$ cat src/rtl/alu_pkg.sv
// Shared opcode, SFR address and STATUS bit definitions for the PIC16F84-style ALU.
package alu_pkg;

    localparam logic [6:0] INDF_ADDR   = 7'h00;
    localparam logic [6:0] STATUS_ADDR = 7'h03;
    localparam logic [6:0] FSR_ADDR    = 7'h04;
    localparam logic [6:0] GPR_ADDR    = 7'h0C;

    localparam int C_BIT   = 0;
    localparam int DC_BIT  = 1;
    localparam int Z_BIT   = 2;
    localparam int RP0_BIT = 5;
    localparam int IRP_BIT = 7;

    localparam logic [1:0] CLS_BYTE = 2'b00;
    localparam logic [1:0] CLS_BIT  = 2'b01;
    localparam logic [1:0] CLS_LIT  = 2'b11;

    localparam logic [3:0] OP_NOP_MOVWF = 4'b0000;
    localparam logic [3:0] OP_CLR       = 4'b0001;
    localparam logic [3:0] OP_SUBWF     = 4'b0010;
    localparam logic [3:0] OP_DECF      = 4'b0011;
    localparam logic [3:0] OP_IORWF     = 4'b0100;
    localparam logic [3:0] OP_ANDWF     = 4'b0101;
    localparam logic [3:0] OP_XORWF     = 4'b0110;
    localparam logic [3:0] OP_ADDWF     = 4'b0111;
    localparam logic [3:0] OP_MOVF      = 4'b1000;
    localparam logic [3:0] OP_COMF      = 4'b1001;
    localparam logic [3:0] OP_INCF      = 4'b1010;
    localparam logic [3:0] OP_DECFSZ    = 4'b1011;
    localparam logic [3:0] OP_RRF       = 4'b1100;
    localparam logic [3:0] OP_RLF       = 4'b1101;
    localparam logic [3:0] OP_SWAPF     = 4'b1110;
    localparam logic [3:0] OP_INCFSZ    = 4'b1111;

    localparam logic [1:0] BOP_BCF = 2'b00;
    localparam logic [1:0] BOP_BSF = 2'b01;

    localparam logic [3:0] LOP_MOVLW = 4'b00??;
    localparam logic [3:0] LOP_RETLW = 4'b01??;
    localparam logic [3:0] LOP_IORLW = 4'b1000;
    localparam logic [3:0] LOP_ANDLW = 4'b1001;
    localparam logic [3:0] LOP_XORLW = 4'b1010;
    localparam logic [3:0] LOP_SUBLW = 4'b110?;
    localparam logic [3:0] LOP_ADDLW = 4'b111?;

    typedef struct packed {
        logic [7:0] res;
        logic       wr_w;
        logic       wr_f;
        logic       upd_c;
        logic       upd_dc;
        logic       upd_z;
        logic       c;
        logic       dc;
        logic       z;
    } dp_out_t;

    // Every implemented location is mirrored, so the bank bit never picks storage.
    function automatic logic is_gpr(input logic [6:0] a);
        return a == 7'h02 || a == FSR_ADDR || (a >= 7'h0A && a <= 7'h4F);
    endfunction

endpackage

$ cat src/rtl/alu_datapath.sv
// Combinational result and flag computation for one PIC16F84 instruction word.
module alu_datapath
    import alu_pkg::*;
(
    input  logic [13:0] op,
    input  logic [7:0]  w,
    input  logic [7:0]  f,
    input  logic        c_in,
    output dp_out_t     dp
);

    logic       is_byte;
    logic       is_bit;
    logic       is_lit;
    logic       d;
    logic [7:0] k;
    logic [7:0] src;
    logic [7:0] mask;
    logic [8:0] add;
    logic [8:0] sub;
    logic [4:0] add_lo;
    logic [4:0] sub_lo;

    assign is_byte = op[13:12] == CLS_BYTE;
    assign is_bit  = op[13:12] == CLS_BIT;
    assign is_lit  = op[13:12] == CLS_LIT;
    assign d       = op[7];
    assign k       = op[7:0];
    assign src     = is_lit ? k : f;
    assign mask    = 8'h01 << op[9:7];

    // Subtraction is src + ~w + 1, so carry out means "no borrow".
    assign add    = {1'b0, src} + {1'b0, w};
    assign sub    = {1'b0, src} + {1'b0, ~w} + 9'd1;
    assign add_lo = {1'b0, src[3:0]} + {1'b0, w[3:0]};
    assign sub_lo = {1'b0, src[3:0]} + {1'b0, ~w[3:0]} + 5'd1;

    always_comb begin
        dp = '0;
        unique case (1'b1)
            is_byte: begin
                dp.wr_w = ~d;
                dp.wr_f = d;
                unique case (op[11:8])
                    OP_NOP_MOVWF: begin
                        dp.res  = w;
                        dp.wr_w = 1'b0;
                    end
                    OP_CLR: begin
                        dp.res   = 8'h00;
                        dp.upd_z = 1'b1;
                    end
                    OP_SUBWF: begin
                        dp.res    = sub[7:0];
                        dp.c      = sub[8];
                        dp.dc     = sub_lo[4];
                        dp.upd_c  = 1'b1;
                        dp.upd_dc = 1'b1;
                        dp.upd_z  = 1'b1;
                    end
                    OP_ADDWF: begin
                        dp.res    = add[7:0];
                        dp.c      = add[8];
                        dp.dc     = add_lo[4];
                        dp.upd_c  = 1'b1;
                        dp.upd_dc = 1'b1;
                        dp.upd_z  = 1'b1;
                    end
                    OP_DECF: begin
                        dp.res   = f - 8'd1;
                        dp.upd_z = 1'b1;
                    end
                    OP_INCF: begin
                        dp.res   = f + 8'd1;
                        dp.upd_z = 1'b1;
                    end
                    OP_IORWF: begin
                        dp.res   = f | w;
                        dp.upd_z = 1'b1;
                    end
                    OP_ANDWF: begin
                        dp.res   = f & w;
                        dp.upd_z = 1'b1;
                    end
                    OP_XORWF: begin
                        dp.res   = f ^ w;
                        dp.upd_z = 1'b1;
                    end
                    OP_MOVF: begin
                        dp.res   = f;
                        dp.upd_z = 1'b1;
                    end
                    OP_COMF: begin
                        dp.res   = ~f;
                        dp.upd_z = 1'b1;
                    end
                    OP_RRF: begin
                        dp.res   = {c_in, f[7:1]};
                        dp.c     = f[0];
                        dp.upd_c = 1'b1;
                    end
                    OP_RLF: begin
                        dp.res   = {f[6:0], c_in};
                        dp.c     = f[7];
                        dp.upd_c = 1'b1;
                    end
                    OP_DECFSZ: dp.res = f - 8'd1;
                    OP_INCFSZ: dp.res = f + 8'd1;
                    OP_SWAPF:  dp.res = {f[3:0], f[7:4]};
                    default:   dp.res = f;
                endcase
            end
            is_bit: begin
                dp.res = f;
                unique case (op[11:10])
                    BOP_BCF: begin
                        dp.res  = f & ~mask;
                        dp.wr_f = 1'b1;
                    end
                    BOP_BSF: begin
                        dp.res  = f | mask;
                        dp.wr_f = 1'b1;
                    end
                    default: ;
                endcase
            end
            is_lit: begin
                dp.wr_w = 1'b1;
                unique casez (op[11:8])
                    LOP_MOVLW, LOP_RETLW: dp.res = k;
                    LOP_IORLW: begin
                        dp.res   = k | w;
                        dp.upd_z = 1'b1;
                    end
                    LOP_ANDLW: begin
                        dp.res   = k & w;
                        dp.upd_z = 1'b1;
                    end
                    LOP_XORLW: begin
                        dp.res   = k ^ w;
                        dp.upd_z = 1'b1;
                    end
                    LOP_SUBLW: begin
                        dp.res    = sub[7:0];
                        dp.c      = sub[8];
                        dp.dc     = sub_lo[4];
                        dp.upd_c  = 1'b1;
                        dp.upd_dc = 1'b1;
                        dp.upd_z  = 1'b1;
                    end
                    LOP_ADDLW: begin
                        dp.res    = add[7:0];
                        dp.c      = add[8];
                        dp.dc     = add_lo[4];
                        dp.upd_c  = 1'b1;
                        dp.upd_dc = 1'b1;
                        dp.upd_z  = 1'b1;
                    end
                    default: dp.wr_w = 1'b0;
                endcase
            end
            default: ;
        endcase
        dp.z = dp.res == 8'h00;
    end

endmodule

$ cat src/rtl/alu.sv
// PIC16F84-style ALU: W, STATUS and file registers, one instruction per clock.
// Define ALU_INDF_EN to make address 0x00 (INDF) access the register FSR points at.
module alu
    import alu_pkg::*;
#(
    parameter logic [7:0] GPR_INIT = 8'h95,
    parameter logic [7:0] FSR_INIT = 8'h89
) (
    input  logic        clk,
    input  logic        rst_n,
    input  logic [13:0] OP_CODE,
    output logic [7:0]  W_REG,
    output logic [7:0]  STATUS_REG,
    output logic [7:0]  CHECK_REG,
    output logic [7:0]  BANK1
);

    logic [7:0] w_q;
    logic [7:0] status_q;
    logic [7:0] st_nx;
    logic [7:0] mem [128];
    logic [7:0] f_val;
    logic [6:0] fa;
    dp_out_t    dp;

    always_comb begin
        fa = OP_CODE[6:0];
`ifdef ALU_INDF_EN
        // IRP only names a bank, and every location is mirrored across banks.
        if (fa == INDF_ADDR) fa = mem[FSR_ADDR][6:0];
`endif
    end

    always_comb begin
        f_val = 8'h00;
        if (fa == STATUS_ADDR) f_val = status_q;
        else if (is_gpr(fa))   f_val = mem[fa];
    end

    alu_datapath u_dp (
        .op   (OP_CODE),
        .w    (w_q),
        .f    (f_val),
        .c_in (status_q[C_BIT]),
        .dp   (dp)
    );

    // Flag updates take priority over a direct write of STATUS.
    always_comb begin
        st_nx = status_q;
        if (dp.wr_f && fa == STATUS_ADDR) st_nx = dp.res;
        if (dp.upd_c)  st_nx[C_BIT]  = dp.c;
        if (dp.upd_dc) st_nx[DC_BIT] = dp.dc;
        if (dp.upd_z)  st_nx[Z_BIT]  = dp.z;
    end

    always_ff @(posedge clk) begin
        if (!rst_n) begin
            w_q      <= 8'h00;
            status_q <= 8'h18;
            for (int i = 0; i < 128; i++) mem[i] <= 8'h00;
            mem[FSR_ADDR] <= FSR_INIT;
            mem[GPR_ADDR] <= GPR_INIT;
        end else begin
            status_q <= st_nx;
            if (dp.wr_w) w_q <= dp.res;
            if (dp.wr_f && is_gpr(fa)) mem[fa] <= dp.res;
        end
    end

    assign W_REG      = w_q;
    assign STATUS_REG = status_q;
    assign CHECK_REG  = f_val;
    assign BANK1      = mem[FSR_ADDR];

endmodule

$ cat config.mk
export PLATFORM = sky130hd
export DESIGN_NAME = alu
export DESIGN_NICKNAME = d
export VERILOG_FILES = /design/src/rtl/alu_pkg.sv /design/src/rtl/alu_datapath.sv /design/src/rtl/alu.sv
export SDC_FILE = /design/constraint.sdc
export NUM_CORES = 1
export LEC_CHECK = 0
export BUFFER_PORTS_ARGS = -buffer_cell sky130_fd_sc_hd__clkbuf_2
export CAP_MARGIN = 15
export CORE_ASPECT_RATIO = 2
export CORE_MARGIN = 3
export CORE_UTILIZATION = 50
export CTS_BUF_LIST = sky130_fd_sc_hd__clkbuf_2 sky130_fd_sc_hd__clkbuf_4 sky130_fd_sc_hd__clkbuf_8
export DETAILED_ROUTE_END_ITERATION = 16
export HOLD_SLACK_MARGIN = 0.02
export MAX_ROUTING_LAYER = met4
export PLACE_DENSITY = 0.65
export SETUP_SLACK_MARGIN = 0.1
export SYNTH_ARGS = -nofsm -noshare
export SYNTH_HDL_FRONTEND = slang
export SYNTH_HIERARCHICAL = 1
export SYNTH_SLANG_ARGS = --single-unit
$ cat constraint.sdc
create_clock -name clk -period 5.7 [get_ports clk]
set_clock_uncertainty 0.05 [all_clocks]
set_input_delay 0.285 -clock clk [delete_from_list [all_inputs] [get_ports clk]]
set_output_delay 0.285 -clock clk [all_outputs]
set_load 0.1 [all_outputs]
==> flow_metrics.tcl <==
set metrics [dict create \
    synth_most_common_cell "edfxtp_1" \
    setup_ws_ps 326 \
    async_reset_ff_share_pct 0 \
    die_y_um 420 \
    ys_types 97 \
    max_freq_mhz 186 \
    ios 48 \
    antenna_found_initial 4 \
    ys.flop_type "edfxtp_1" \
    grt_use_total_pct 30.6 \
    peakVddDrop_v 0.000178 \
    ys_seq_area_share_pct 63.6 \
    seq_area_mm2 0.0272 \
    clock_sinks 912 \
    period_minus_slack_ps 5370 \
    holdPathStages 6 \
    crit_required_ps 6200 \
    period_share_pct 94.3 \
    dieArea_mm2 0.0894 \
    fp-row-count 151 \
    grt_first_pass_wirelength_mm 192 \
    multiInputGateArea_mm2 0.0155 \
    critical-path-max-stage-delay_ps 480 \
    gp_congestion 1.02 \
    io_buffers 47 \
    synth_top_area_share_pct 62.8 \
    power.density_mw_per_mm2 294 \
    reg2reg_depth 23 \
    ant_nets 0 \
    cts_buffers 121 \
    dp_hpwl_mm 97.2 \
    grt_max_degree 62 \
    ys_ff_latch 912 \
    endpoint_kind "flop" \
    drc_errors 0 \
    cp_max_fo 18 \
    start_kind "flop" \
    slew_headroom_pct 25.3 \
    cp_cell_sequence "mux4_2 -> nand2_1 -> nand4_1 -> buf_4 -> a41oi_1 -> buf_4 -> o2111ai_4 -> inv_1 -> o21ai_1 -> buf_4 -> ha_1 -> inv_1 -> a21oi_1 -> o41ai_2 -> buf_4 -> a21oi_1 -> mux2i_1 -> o221a_2 -> o22ai_1 -> buf_12 -> nor2_4 -> clkbuf_16 -> nor2_1" \
    grt_overflow_total 0 \
    syn_inst 3049 \
    ys_top_cells_by_count "edfxtp_1 (896), nor2_1 (587), nand2_1 (216)" \
    vias_per_cell 5.86 \
    clock_latency_ps 850 \
    max_cap_violations 0 \
    drt-total-wl_mm 131 \
    clock_path_buffers 3 \
    fillers 6694 \
    worst_slew_pin_slew_ps 1110 \
    cts-htree-levels 3 \
    clk_pin_slew_ps 70 \
    synth_area_leaders "edfxtp_1 (63%), mux4_2 (11%), nor2_1 (5.1%), mux2i_1 (1.9%), nand2_1 (1.9%)" \
    slew_viol_final 0 \
    critPathSlowestCell "mux4_2" \
    crit_cells 23 \
    yosys.area.top_type "edfxtp_1" \
    synth_edf_count 896 \
    path_class "flop to flop" \
    drtIter0Drc 2749 \
    syn_area_mm2 0.0428 \
    core_mm2 0.0848 \
    cp_top_family "compound AO/OA/AOI/OAI gates" \
    cts_tree "built" \
    crit_buf_inv 8 \
    grt_pass1_vias 29876 \
    syn_to_final_growth_pct 16.4 \
    start_util_pct 50.5 \
    dieWidth_um 213 \
    first_pass_iters 6 \
    hold_violations 0 \
    synth_area_per_cell_um2 14.0 \
    leakage_uw 0.0186 \
    crit_top_cell "buf_4" \
    hold-worst-slack_ps 190 \
    yosysWarnings 6 \
    drive_above_1_share_pct 23.1 \
    dpl_worst_slack_ps -391 \
    hold_class "input pin to flop" \
    nets 3689 \
    rsz0062_at_grt "no" \
    setup_violations 0 \
    root_buffer "clkbuf_8" \
    vias 28073 \
    cp.arrival_ps 5870 \
    outcome "finished clean" \
    drt-wirelength-per-cell_um 27.4 \
]
==> worst register-to-register path: cells and delay by family (launching register included) <==
family	cells	cell delay (ps)
AND/OR/NAND/NOR	4	640
AO/OA/AOI/OAI	8	1500
adder cells (fa/ha/maj)	1	310
buffers and inverters	8	1420
flip-flops	1	380
multiplexers	2	770
==> final cells by class <==
| type | instances | area share, % |
|---|---|---|
| Clock inverter | 67 | 0.848 |
| Clock buffer | 154 | 3.84 |
| Inverter | 106 | 0.801 |
| Tap cell | 1071 | 2.69 |
| Multi-Input combinational cell | 2130 | 31.0 |
| Sequential cell | 912 | 54.6 |
| Antenna cell | 4 | 0.0201 |
| Timing Repair Buffer | 347 | 6.18 |
==> stage by stage <==
| stage | setup TNS, ps | instances | total power (uW) | instance area (um2) | utilization [%] |
|---|---|---|---|---|---|
| 6_report | 0 | 4791 | 14700 | 49800 | 58.8 |
| 5_1_grt | 0 | 4791 | 15200 | 49800 | 58.8 |
| 4_1_cts | 0 | 4785 | 14700 | 49800 | 58.7 |
| 3_5_place_dp | -78230 | 4563 | 9980 | 47400 | 55.9 |
| 3_3_place_gp | -82710 | 4563 | 9940 | 47400 | 55.9 |
| 2_1_floorplan | 0 | 3368 | 9140 | 44300 | - |
==> timing repair <==
item	4_1_cts	5_1_grt
setup buffers	0	1
setup endpoints to repair	0	125
hold endpoints to repair	52	0
gates resized for setup	0	4
hold buffers	1	0
==> placed cells by master (no fill, tap or decap), types with 13 or more instances in the layout <==
master and count:
xnor2_1 13, nand3_2 20, nand2_1 212, clkbuf_8 122, nor3_1 24, a21oi_1 58
nand2b_1 22, o21ai_0 42, and2_1 68, a22oi_1 16, a211oi_1 17, buf_12 44
a221oi_1 15, clkbuf_2 43, nand3_1 38, a31oi_1 15, buf_4 255, clkbuf_4 33
clkinv_2 25, mux4_2 211, o22ai_1 28, and3_1 14, conb_1 320, nor2_1 583
mux2i_1 81, dfxtp_1 16, ha_1 52, edfxtp_1 896, inv_1 98, nor2b_1 27
clkinv_1 34
==> final timing paths <==
check                                   start  slack [ps]            end
worst max-delay path              mem[127][1]         330     mem[56][7]
worst min register to register  STATUS_REG[7]         530  STATUS_REG[7]
worst min-delay path              OP_CODE[13]         190  STATUS_REG[0]
worst max register to register    mem[127][1]         330     mem[56][7]
==> power by group <==
group | internal (uW) | total (uW) | switching (uW)
Sequential | 7740 | 7850 | 116
Clock | 2320 | 4800 | 2480
Combinational | 763 | 2030 | 1270
==> per-layer routing <==
| layer | wire length (um) | vias up | global-route usage [%] |
|---|---|---|---|
| met4 | 10400 | 0 | 20.4 |
| met2 | 72000 | 1221 | 55.2 |
| met1 | 40800 | 14132 | 29.8 |
| met3 | 7790 | 409 | 4.99 |
| met5 | 0 | - | - |
| li1 | - | 12311 | - |
==> registers in the layout (all words and copies together) (netlist names) <==
signal,flops
mem,896
STATUS_REG,8
W_REG,8
==> kinds of logic (layout without fill, tap and decap cells) <==
group                    count (synthesis)  count (layout)  share of synthesized area, %
flip-flops                             912             912                          63.6
AND/OR/NAND/NOR                       1088            1088                          11.4
multiplexers                           304             304                          13.3
other                                    1             324                       0.00876
adder cells (fa/ha/maj)                 55              55                          1.64
XOR/XNOR                                18              18                         0.386
AO/OA/AOI/OAI                          345             345                          6.05
buffers and inverters                  326             674                          3.59
Power figures use the tool's default switching activity.
